`src/rtl/igr_wadj_csr_mc.sv`:
```
// rtl/igr_wadj_csr_mc.sv - ingress pause/drop CSR block with per-channel thresholds and drop counters
module igr_wadj_csr_mc #(
    parameter int NUM_CH = 4,
    parameter int CNT_W  = 32
) (
    input  logic                   clk,
    input  logic                   reset,
    input  logic [7:0]             address,
    input  logic                   read,
    input  logic                   write,
    input  logic [3:0]             byteenable,
    input  logic [31:0]            writedata,
    output logic [31:0]            readdata,
    output logic                   readdatavalid,
    input  logic [NUM_CH-1:0]      drop_pulse,
    input  logic [NUM_CH-1:0]      pause_state,
    output logic [NUM_CH-1:0]      cfg_rx_pause_en,
    output logic [16*NUM_CH-1:0]   cfg_pause_thr,
    output logic [16*NUM_CH-1:0]   cfg_drop_thr
);

    localparam logic [CNT_W-1:0] CNT_MAX   = '1;
    localparam logic [4:0]       NUM_CH_L  = 5'(NUM_CH);
    localparam logic [15:0]      PAUSE_RST = 16'h0800;
    localparam logic [15:0]      DROP_RST  = 16'h0FC0;

    logic [31:0]       scratch;
    logic              cfg_err;
    logic [15:0]       pause_thr [NUM_CH];
    logic [15:0]       drop_thr  [NUM_CH];
    logic [CNT_W-1:0]  drop_cnt  [NUM_CH];
    logic [NUM_CH-1:0] drop_seen;

    logic              aligned;
    logic              is_scratch;
    logic              is_status;
    logic [3:0]        ch_idx;
    logic              ch_hit;
    logic [1:0]        reg_off;
    logic [NUM_CH-1:0] ch_sel;
    logic [31:0]       lane_mask;
    logic [31:0]       cur_thr;
    logic [31:0]       cand_thr;
    logic              thr_ok;
    logic              thr_reject;
    logic [31:0]       rd_mux;

    // Channel blocks start at 0x10, one 16-byte block per channel.
    always_comb begin
        aligned    = (address[1:0] == 2'b00);
        is_scratch = aligned && (address[7:2] == 6'd0);
        is_status  = aligned && (address[7:2] == 6'd1);
        ch_idx     = address[7:4] - 4'd1;
        ch_hit     = aligned && (address[7:4] != 4'd0) && ({1'b0, ch_idx} < NUM_CH_L);
        reg_off    = address[3:2];
        lane_mask  = {{8{byteenable[3]}}, {8{byteenable[2]}},
                      {8{byteenable[1]}}, {8{byteenable[0]}}};
        ch_sel     = '0;
        cur_thr    = '0;
        for (int c = 0; c < NUM_CH; c++) begin
            ch_sel[c] = ch_hit && (ch_idx == 4'(c));
            if (ch_sel[c])
                cur_thr = {drop_thr[c], pause_thr[c]};
        end
        // Threshold pair is validated as a whole after merging enabled lanes.
        cand_thr   = (cur_thr & ~lane_mask) | (writedata & lane_mask);
        thr_ok     = cand_thr[15:0] < cand_thr[31:16];
        thr_reject = write && ch_hit && (reg_off == 2'd1) && !thr_ok;
    end

    always_comb begin
        rd_mux = '0;
        if (is_scratch)
            rd_mux = scratch;
        if (is_status)
            rd_mux = {31'd0, cfg_err};
        for (int c = 0; c < NUM_CH; c++) begin
            if (ch_sel[c]) begin
                case (reg_off)
                    2'd0:    rd_mux = {31'd0, cfg_rx_pause_en[c]};
                    2'd1:    rd_mux = {drop_thr[c], pause_thr[c]};
                    2'd2:    rd_mux = 32'(drop_cnt[c]);
                    default: rd_mux = {30'd0, drop_seen[c], pause_state[c]};
                endcase
            end
        end
    end

    always_ff @(posedge clk or posedge reset) begin
        if (reset) begin
            scratch         <= '0;
            cfg_err         <= 1'b0;
            cfg_rx_pause_en <= '0;
            drop_seen       <= '0;
            readdata        <= '0;
            readdatavalid   <= 1'b0;
            for (int c = 0; c < NUM_CH; c++) begin
                pause_thr[c] <= PAUSE_RST;
                drop_thr[c]  <= DROP_RST;
                drop_cnt[c]  <= '0;
            end
        end else begin
            readdatavalid <= read;
            readdata      <= read ? rd_mux : '0;
            if (write && is_scratch)
                scratch <= (scratch & ~lane_mask) | (writedata & lane_mask);
            if (thr_reject)
                cfg_err <= 1'b1;
            else if (write && is_status && byteenable[0] && writedata[0])
                cfg_err <= 1'b0;
            for (int c = 0; c < NUM_CH; c++) begin
                if (write && ch_sel[c] && reg_off == 2'd0 && byteenable[0])
                    cfg_rx_pause_en[c] <= writedata[0];
                if (write && ch_sel[c] && reg_off == 2'd1 && thr_ok) begin
                    pause_thr[c] <= cand_thr[15:0];
                    drop_thr[c]  <= cand_thr[31:16];
                end
                // A pulse coinciding with clear-on-read is kept as the first new count.
                if (read && ch_sel[c] && reg_off == 2'd2)
                    drop_cnt[c] <= drop_pulse[c] ? CNT_W'(1) : '0;
                else if (drop_pulse[c] && drop_cnt[c] != CNT_MAX)
                    drop_cnt[c] <= drop_cnt[c] + CNT_W'(1);
                if (drop_pulse[c])
                    drop_seen[c] <= 1'b1;
                else if (write && ch_sel[c] && reg_off == 2'd3 && byteenable[0] && writedata[1])
                    drop_seen[c] <= 1'b0;
            end
        end
    end

    always_comb begin
        for (int c = 0; c < NUM_CH; c++) begin
            cfg_pause_thr[16*c +: 16] = pause_thr[c];
            cfg_drop_thr[16*c +: 16]  = drop_thr[c];
        end
    end

endmodule

```
`config.mk`:
```
export PLATFORM = sky130hd
export DESIGN_NAME = igr_wadj_csr_mc
export DESIGN_NICKNAME = d
export VERILOG_FILES = /design/src/rtl/igr_wadj_csr_mc.sv
export SDC_FILE = /design/constraint.sdc
export NUM_CORES = 1
export LEC_CHECK = 0
export ABC_AREA = 1
export CAP_MARGIN = 20
export CORE_AREA = 2 2 177 214
export CTS_CLUSTER_SIZE = 40
export DETAILED_ROUTE_END_ITERATION = 12
export DIE_AREA = 0 0 179 216
export GPL_TIMING_DRIVEN = 0
export PLACE_DENSITY_LB_ADDON = 0.05
export SLEW_MARGIN = 10
export SYNTH_ARGS = -nofsm -noshare
export SYNTH_HDL_FRONTEND = slang
export SYNTH_SLANG_ARGS = --single-unit
```
`constraint.sdc`:
```
create_clock -name clk -period 10.3 [get_ports clk]
set_input_delay 1.03 -clock clk [delete_from_list [all_inputs] [get_ports clk]]
set_output_delay 1.03 -clock clk [all_outputs]
set_load 0.005 [all_outputs]
```
# After elaboration in Yosys (flattened, before gate mapping)

Index checks and enable logic that the tools add are counted.

Word-level logic and storage cells: 159
Input port bits: 56
Register bits: 330
Output and inout bits: 165

Equality and inequality tests: 11
$lt $le $gt $ge: 2
Add/subtract/negate cells: 5
Bitwise logic cells: 6
Reductions and logical operators: 74
Mux-type cells: 37

Operators by type and width:

| kind                                                | count |
|---|---|
| 2-to-1 mux 32 bit                                   | 19 |
| one-hot mux 32 bit (3 select lines)                 | 4 |
| adder 32 x 1 -> 32 bit, second input constant       | 4 |
| != test 32 bit, second input constant               | 4 |
| bitwise AND 32 bit                                  | 3 |
| OR 32 bit                                           | 2 |
| logical AND 1 bit                                   | 59 |
| NOT 32 bit                                          | 1 |
| nonzero test 2 bit                                  | 9 |
| < comparator 16 bit                                 | 1 |
| 2-to-1 mux 1 bit                                    | 14 |
| equality test 4 x 2 -> 1 bit, second input constant | 2 |
| equality test 6 x 1 -> 1 bit, second input constant | 1 |
| zero test 6 bit                                     | 1 |
| equality test 2 bit, second input constant          | 2 |
| equality test 4 x 1 -> 1 bit, second input constant | 1 |
| zero test 2 bit                                     | 2 |
| zero test 4 bit                                     | 1 |
| < comparator 4 x 3 -> 1 bit, second input constant  | 1 |
| nonzero test 4 bit                                  | 1 |
| subtractor 4 x 1 -> 4 bit, second input constant    | 1 |
| equality test 2 x 1 -> 1 bit, second input constant | 1 |
| zero test 1 bit                                     | 1 |

# Logic depth before layout (Yosys ltp)

Gate-level depths: netlist of the first run.

Word-level depth: 14
Mapped depth: 22
Mapped depth without buffers: 20

# Worst setup path after synthesis of the first run

OpenSTA, ideal clock, no wires.

Path kind: input -> register
Start: input port address[1]
End: register drop_thr (netlist bit cfg_drop_thr[49])
Setup time: 66 ps
Data required time: 10234 ps
Cell stages on the path: 19
Arrival time: 3948 ps
Path slack: 6285 ps
Path buffers: 4
Cell sequence: nor2_2 > nand3_2 > nor2_4 > nand2_1 > clkinv_1 > clkbuf_1 > a22oi_1 > o21ai_0 > o22ai_1 > ha_1 > a21oi_1 > nor2_1 > a211oi_1 > o221a_2 > buf_2 > buf_1 > clkbuf_1 > nand4_1 > nand2_1

Longest elaborated chain between the ends: 12
Elaborated cells on any way between the ends: 17
Those cells by class: 1 x order compare; 4 x mux; 2 x bitwise; 10 x reduce/logical

RTL lines:

| element                            | RTL line | RTL |
|---|---|---|
| start, declared                    | 8        | `input logic [7:0] address,` |
| zero test 2 bit (*)                | 50       | `aligned = (address[1:0] == 2'b00);` |
| logical AND 1 bit (*) (2 in a row) | 54       | `ch_hit = aligned && (address[7:4] != 4'd0) && ({1'b0, ch_idx} < NUM_CH_L);` |
| logical AND 1 bit                  | 61       | `ch_sel[c] = ch_hit && (ch_idx == 4'(c));` |
| 2-to-1 mux 32 bit (4 in a row)     | 62       | `if (ch_sel[c])` |
| bitwise AND 32 bit                 | 66       | `cand_thr = (cur_thr & ~lane_mask) \| (writedata & lane_mask);` |
| OR 32 bit                          | 66       |  |
| < comparator 16 bit                | 67       | `thr_ok = cand_thr[15:0] < cand_thr[31:16];` |
| logical AND 1 bit                  | 114      | `if (write && ch_sel[c] && reg_off == 2'd1 && thr_ok) begin` |
| end signal, assigned by index      | 116      | `drop_thr[c] <= cand_thr[31:16];` |
| end, declared                      | 30       | `logic [15:0] drop_thr [NUM_CH];` |

Every way passes the cells marked *; elsewhere a longest branch is shown, timed or not.
A chain may end at the register's enable or synchronous reset.

# Final worst setup path of the first run

Start: input port address[1]
End: register pause_thr (netlist bit cfg_pause_thr[24])

Longest elaborated chain between the ends: 12
Elaborated cells on any way between the ends: 17
Those cells by class: 1 x order compare; 4 x mux; 2 x bitwise; 10 x reduce/logical

RTL lines:

| element                            | RTL line | RTL |
|---|---|---|
| zero test 2 bit (*)                | 50       |  |
| logical AND 1 bit (*) (2 in a row) | 54       |  |
| logical AND 1 bit                  | 61       |  |
| 2-to-1 mux 32 bit (3 in a row)     | 62       |  |
| 2-to-1 mux 32 bit (*)              | 62       |  |
| bitwise AND 32 bit (*)             | 66       |  |
| OR 32 bit (*)                      | 66       |  |
| via cand_thr[12]                   | 43       | `logic [31:0] cand_thr;` |
| < comparator 16 bit (*)            | 67       |  |
| logical AND 1 bit (*)              | 114      |  |
| end signal, assigned by index      | 115      | `pause_thr[c] <= cand_thr[15:0];` |
| end, declared                      | 29       | `logic [15:0] pause_thr [NUM_CH];` |

The timed path passes the listed nets; every way through them passes the cells marked *.

==> impl_results.md, run 1 <==
* Status: finished, final reports clean
* Worst Path Max Fanout at 10
* GPL Wtd Cong at about 1.1
* Max Clock Skew at around 18 ps
* Die Area at 0.0387 mm2
* Crit-path max cell delay at 1000 ps
* PortBufs at between 200 and 250
* Worst-path clk slew at about 60 ps
* HP Class: reg -> reg
* Synthesized instance count at 2459
* DRT antenna net count at 0
* Post-synth EDFFs at 0
* Clk buf depth at 3
* Arr. time, crit path at roughly 6300 ps
* Pwr Density at approximately 150 mW/mm2
* Hold WS at about 470 ps
* IO Count at 221
* Crit path kind: in -> reg
* Sequential share of the synthesized area at 0.440
* Required @ worst endpoint at roughly 11000 ps
* Hold Fails Final Rpt at 0
* Via-to-Cell Ratio at 6.50
* CP dominant cell by count: clkbuf_1
* Worst Max-Slew Pin Slew at roughly 1200 ps
* Setup Fix Bufs, Post-CTS at 0
* Root Buffer: clkbuf_16
* Final worst path period share at 0.568
* Cell Area, Synth at 0.0188 mm2
* DP HPWL at 67900 um
* DR vias at around 21k
* Final setup fails at 0
* Final core utilization at 0.625
* CTS buffer count at 36
* Starting Density at 0.516
* Largest net degree at the start of global routing at ~110
* Post-route DRC at 0
* Syn nets at between 2k and 3k
* Total gr overflow at 0
* Final TNS setup at 0 ps
* Achievable Freq at between 150 and 200 MHz
* Yosys warning total at 0
* Overall power at about 3.3 mW
* Post-synth top flop: dfrtp_1
* DR iter-0 viols at roughly 2.7k
* Vias in the first global route at approximately 20k
* Routed len/inst at roughly 27 um
* Worst vdd ir at approximately 0.00014 V
* Startpoint Class: input port
* Die extent in x at between 150 and 200 um
* RSZ-0062 raised after global routing: no
* Area growth syn-to-layout at 21.2%
* Crit-path cells: clkdlybuf4s50_1 -> nor2_2 -> nand3_2 -> nor2_1 -> buf_4 -> clkbuf_1 -> a21oi_1 -> a32oi_1 -> ha_1 -> nand4_1 -> o221a_2 -> buf_2 -> clkbuf_1 -> clkbuf_1 -> nand4_1 -> nand2_1
* CTS sink cnt at 330
* Post-CTS Resized at 0
* Worst rel slew slack at 0.201
* Setup crit end kind: register
* Share of layout cells above drive strength 1 at 0.0708
* Hold_buf cts at 0
* Antenna violations before repair at 3
* Worst skew pair latency at approximately 550 ps
* Syn_area_per_cell at approximately 7.7 um2
* First-pass GRT wire length at between 100000 and 150000 um
* Core ar. at between 0.03 and 0.04 mm2
* Final net count at approximately 2.8k
* CTS tree: yes
* #FFs+latches synth at 330
* Post-synth cell types at 60
* Drt first pass iters at 7
* Tmin final at roughly 5800 ps
* Total track usage at 0.443
* Die Height at 216 um
* Leakage at about 10 nW
* FFs w/ async S/R, synth at 1.00
* H-tree depth at 2
* Total of max-cap violations at 0
* Crit-path slowest cell: a32oi_1
* Total Wirelength at 86300 um
* Fin. max-slew vios at 0
* Core Rows at 77
flip-flops by register name, indices dropped and copies added, names as in the netlist, named ones only:
name / flops
cfg_drop_thr: 64
cfg_err: 1
cfg_pause_thr: 64
cfg_rx_pause_en: 4
drop_cnt: 128
drop_seen: 4
readdata: 32
readdatavalid: 1
report_power, final:
group	switching, mW	total [mW]	internal (mW)	leakage (nW)
Combinational	0.348	0.513	0.166	5.76
Sequential	0.122	1.51	1.39	4.17
Clock	0.551	1.29	0.739	0.561
final timing paths:
kind	from	endpoint	slack [ps]	cells after the start
setup / recovery	address[1]	cfg_pause_thr[24]$_DFFE_PP0P_	4450	16
hold / removal	cfg_drop_thr[54]$_DFFE_PP1P_	cfg_drop_thr[54]$_DFFE_PP1P_	470	2
setup reg to reg	cfg_pause_thr[27]$_DFFE_PP1P_	cfg_pause_thr[24]$_DFFE_PP0P_	6130	14
hold reg to reg	cfg_drop_thr[54]$_DFFE_PP1P_	cfg_drop_thr[54]$_DFFE_PP1P_	470	2
max in group asynchronous	reset	drop_cnt[55]$_DFFE_PP0P_	8140	4
min in group asynchronous	reset	drop_cnt[100]$_DFFE_PP0P_	910	2
logic make-up after synthesis:
| family | share of synthesized area |
|---|---|
| buf+inv | 0.0891 |
| simple gates | 0.263 |
| flops | 0.440 |
| fa+ha+maj | 0.0126 |
| compound gates | 0.178 |
| mux | 0.0120 |
| xor+xnor | 0.00465 |
layout by cell type, fill, tap and decap left out, types with 8 or more instances in the layout:
cell type        count
a21oi_1            150
clkdlybuf4s50_1    217
inv_2               12
o22ai_1             51
clkbuf_16           37
inv_1              245
nor4_1              19
clkbuf_8             8
mux2_2              20
a31oi_1             24
xor2_1               9
dfrtp_1            302
buf_2               28
a211oi_1            11
o21ai_0            194
nand3_1             61
nor3_1              63
nor2_2               8
buf_1                9
clkbuf_1           100
dfstp_2             28
a22oi_1             30
a221oi_1            33
nand4_1            161
ha_1                19
buf_6               13
nand2_1            630
nor2_1             144
metal layers:
| layer | wire, um | GRT usage |
|---|---|---|
| met4 | 7130 | 0.304 |
| met1 | 30200 | 0.527 |
| met2 | 39300 | 0.697 |
| met3 | 9640 | 0.118 |
| met5 | 15 | 0 |
worst max-delay path, delay by kind of cell:
family	cells	cell delay [ps]
AO/OA/AOI/OAI	3	1430
AND/OR/NAND/NOR	6	1070
buffers and inverters	6	2370
adder cells (fa/ha/maj)	1	400
Yosys cell counts (3+ instances only):
master	n	area share
nand2_1	630	0.13
dfrtp_1	302	0.40
inv_1	246	0.049
o21ai_0	194	0.052
nand4_1	161	0.053
a21oi_1	150	0.040
nor2_1	144	0.029
clkbuf_1	92	0.018
nor3_1	63	0.017
nand3_1	61	0.016
o22ai_1	51	0.017
a221oi_1	33	0.015
a22oi_1	30	0.012
buf_2	28	0.0074
dfstp_2	28	0.039
a31oi_1	24	0.0080
mux2_2	20	0.012
ha_1	19	0.013
nor4_1	19	0.0063
buf_6	13	0.0078
inv_2	12	0.0024
a211oi_1	11	0.0044
buf_1	9	0.0018
xor2_1	9	0.0042
nor2_2	8	0.0027
a32oi_1	7	0.0033
o31ai_1	7	0.0028
nor3b_1	6	0.0024
o21a_1	6	0.0024
o221ai_1	6	0.0028
a311oi_1	5	0.0023
a32o_1	5	0.0027
buf_4	5	0.0020
nand3_2	5	0.0027
nor2_4	5	0.0030
a41oi_1	4	0.0019
o41ai_1	4	0.0019
nor3_2	3	0.0016
o221a_2	3	0.0018
o311a_1	3	0.0016
final cells by class:
type	instances	area, um2
fill	3312	13700
multi-input combinational	1722	8870
sequential	330	8290
timing repair buffer	220	2250
clock buffer	53	1070
inverter	260	983
buffer	147	703
tap	474	593
clock inverter	8	67.6
antenna	2	5.00
stage by stage:
stage / cell area, um2 / setup slack, ps / instances
4_1_cts: 22800 / 4720 / 3214
5_1_grt: 22800 / 4360 / 3214
3_5_place_dp: 21700 / 4200 / 3153
3_3_place_gp: 21600 / -3850 / 3150
2_1_floorplan: 18800 / 177 / 2459
6_report: 22800 / 4450 / 3216
No activity file was read; power rests on OpenSTA's default activity.
==> inputs of run 2 (changes only) <==
--- a/config.mk
+++ b/config.mk
@@ -7,10 +7,10 @@
 export LEC_CHECK = 0
 export ABC_AREA = 1
 export CAP_MARGIN = 20
-export CORE_AREA = 2 2 177 214
+export CORE_AREA = 2 2 169 205
 export CTS_CLUSTER_SIZE = 40
 export DETAILED_ROUTE_END_ITERATION = 12
-export DIE_AREA = 0 0 179 216
+export DIE_AREA = 0 0 171 207
 export GPL_TIMING_DRIVEN = 0
 export PLACE_DENSITY_LB_ADDON = 0.05
 export SLEW_MARGIN = 10
==> constraint.sdc (replaced) <==
create_clock -name clk -period 5.4 [get_ports clk]
set_input_delay 0.54 -clock clk [delete_from_list [all_inputs] [get_ports clk]]
set_output_delay 0.54 -clock clk [all_outputs]
set_load 0.005 [all_outputs]
==> impl_results.md, run 2 (synthesis gave the netlist of run 1 again) <==
* Clk buf depth at 3
* Final setup fails at 0
* Most flops, register: drop_cnt
* HP Class: in -> async
* Worst-path clk slew at 60 ps
* Worst Max-Slew Pin Slew at 1190 ps
* Setup Fix Bufs, Post-CTS at 0
* Final net count at ~2.8k
* FF+latch area at about 0.0083 mm2
* Worst rel slew slack at 0.206
* Drt first pass iters at 8
* Vias in the first global route at approximately 20k
* DP HPWL at around 65000 um
* Crit path kind: in -> reg
* Die Area at about 0.035 mm2
* Total of max-cap violations at 0
* CTS sink cnt at 330
* Crit-path max cell delay at 700 ps
* Worst skew pair latency at 540 ps
* Total Wirelength at between 80000 and 90000 um
* R2r endpoint: drop_cnt[18]$_DFFE_PP0P_
* Hold Fails Final Rpt at 0
* Root Buffer: clkbuf_16
* Setup crit end kind: register
* Multi-input gate area in the final layout at slightly below 0.009 mm2
* Arr. time, crit path at 5680 ps
* CTS buffer count at 37
* Leakage at approximately 11 nW
* Total gr overflow at 0
* Crit path depth at 19
* GPL Wtd Cong at 1.06
* Crit-path cells: clkdlybuf4s50_1 -> nor2_2 -> nand3_2 -> nor2_4 -> nand2_1 -> clkbuf_1 -> nor2_1 -> a221oi_1 -> a31oi_1 -> ha_1 -> nand2_1 -> nor2_1 -> a211oi_1 -> o221a_2 -> buf_2 -> clkbuf_1 -> clkbuf_1 -> nand4_1 -> nand2_1
* Tmin final at 5210 ps
* Post-route DRC at 0
* Fill count at between 2k and 3k
* WP buf/inv at 5
* Status: finished, final reports clean
* Antenna violations before repair at 2
* Max reg flops at roughly 130
* Most frequent cells in the layout: nand2_1, dfrtp_1, inv_1
* Share of layout cells above drive strength 1 at 0.0753
* Crit-path slowest cell: a31oi_1
* Final worst path period share at 0.964
* Pwr Density at roughly 280 mW/mm2
* R2R Setup Slk at about 1300 ps
* RSZ-0062 raised after global routing: no
* Starting Density at 0.562
* Final core utilization at 0.687
* Max Clock Skew at around 13 ps
* H-tree depth at 2
* CTS tree: yes
* IO Count at 221
* Final TNS setup at 0 ps
* Die extent in x at 171 um
* Total track usage at 0.462
* PortBufs at about 220
* Reg-to-Reg Start: drop_cnt[18]$_DFFE_PP0P_
* Largest net degree at the start of global routing at 40
* Fin. max-slew vios at 0
* Worst r2r path cells at 14
* Achievable Freq at a little under 200 MHz
* Worst vdd ir at approximately 0.00028 V
* DR iter-0 viols at a little over 3k
* Core ar. at about 0.034 mm2
* First-pass GRT wire length at 122000 um
* Required @ worst endpoint at 5870 ps
* Most common cell after layout, fill and taps aside: nand2_1
* Core Rows at 74
* DRT antenna net count at 0
* DR vias at roughly 21k
* Routed len/inst at about 26 um
* Via-to-Cell Ratio at roughly 6.5
* # diodes at 0
* Hold_buf cts at 0
* Die Height at approximately 210 um
* CP top delay family: buffers and inverters
* Startpoint Class: input port
* Area growth syn-to-layout at 22.2%
* Worst Path Max Fanout at 10
[run 2: cell types whose count changed in the layout (fill, tap and decap cells not counted), sizes merged]
| cell | previous run | this run |
|---|---|---|
| clkbuf | 145 | 148 |
| clkinv | 8 | 7 |
| bufinv | 1 | 2 |
| inv | 258 | 257 |
| diode | 2 | 0 |
| buf | 58 | 65 |
[run 2: layout make-up]
class / instances / share of cell area
flip-flops and latches: 330 / 0.360
multi-input cells: 1722 / 0.386
inverters: 260 / 0.0425
clock inverters: 7 / 0.00369
repair buffers: 227 / 0.104
well taps: 456 / 0.0248
plain buffers: 147 / 0.0305
clock buffers: 56 / 0.0485
[run 2: power breakdown]
part	total [mW]	internal, mW	switching, mW
Combinational	0.970	0.325	0.645
Sequential	2.89	2.66	0.232
Clock	2.56	1.51	1.04
[run 2: worst register-to-register path, delay by kind of cell, from the launching register on]
kind | cells | cell delay, ps
AND/OR/NAND/NOR | 10 | 2610
buffers and inverters | 4 | 990
flip-flops | 1 | 380
[run 2: worst max path at each step]
| stage | endpoint | slack [ps] | from |
|---|---|---|---|
| floorplan | asynchronous set/reset pin | 480 | reset |
| global placement | drop_cnt[24]$_DFFE_PP0P_ | -1790 | reset |
| detailed placement | cfg_pause_thr[63]$_DFFE_PP0P_ | -160 | address[1] |
| CTS | cfg_drop_thr[18]$_DFFE_PP0P_ | 340 | address[1] |
| global route | cfg_pause_thr[51]$_DFFE_PP0P_ | 20 | address[1] |
| finish | cfg_drop_thr[18]$_DFFE_PP0P_ | 190 | address[1] |
[run 2: repair_timing]
item,CTS,global route
endpoints found under the hold margin,0,0
setup endpoints to repair,0,65
gates resized for setup,0,3
[run 2: metrics by stage]
step | cells | instance area [um2] | power, mW | hold slack, ps | setup slack, ps
after global placement | 3132 | 21600 | 3.80 | 461 | -1790
after global routing | 3205 | 23000 | 6.59 | 346 | 23.4
final | 3205 | 23000 | 6.42 | 327 | 194
after CTS | 3205 | 23000 | 6.35 | 326 | 339
after detailed placement | 3142 | 21800 | 3.85 | 463 | -157
after floorplan | 2459 | 18800 | 3.40 | 449 | 476
[run 2: routing by layer]
metal / wire [um] / GRT usage
met1: 28100 / 0.561
met2: 36900 / 0.714
met3: 10400 / 0.128
met4: 7070 / 0.307
met5: 29 / 0
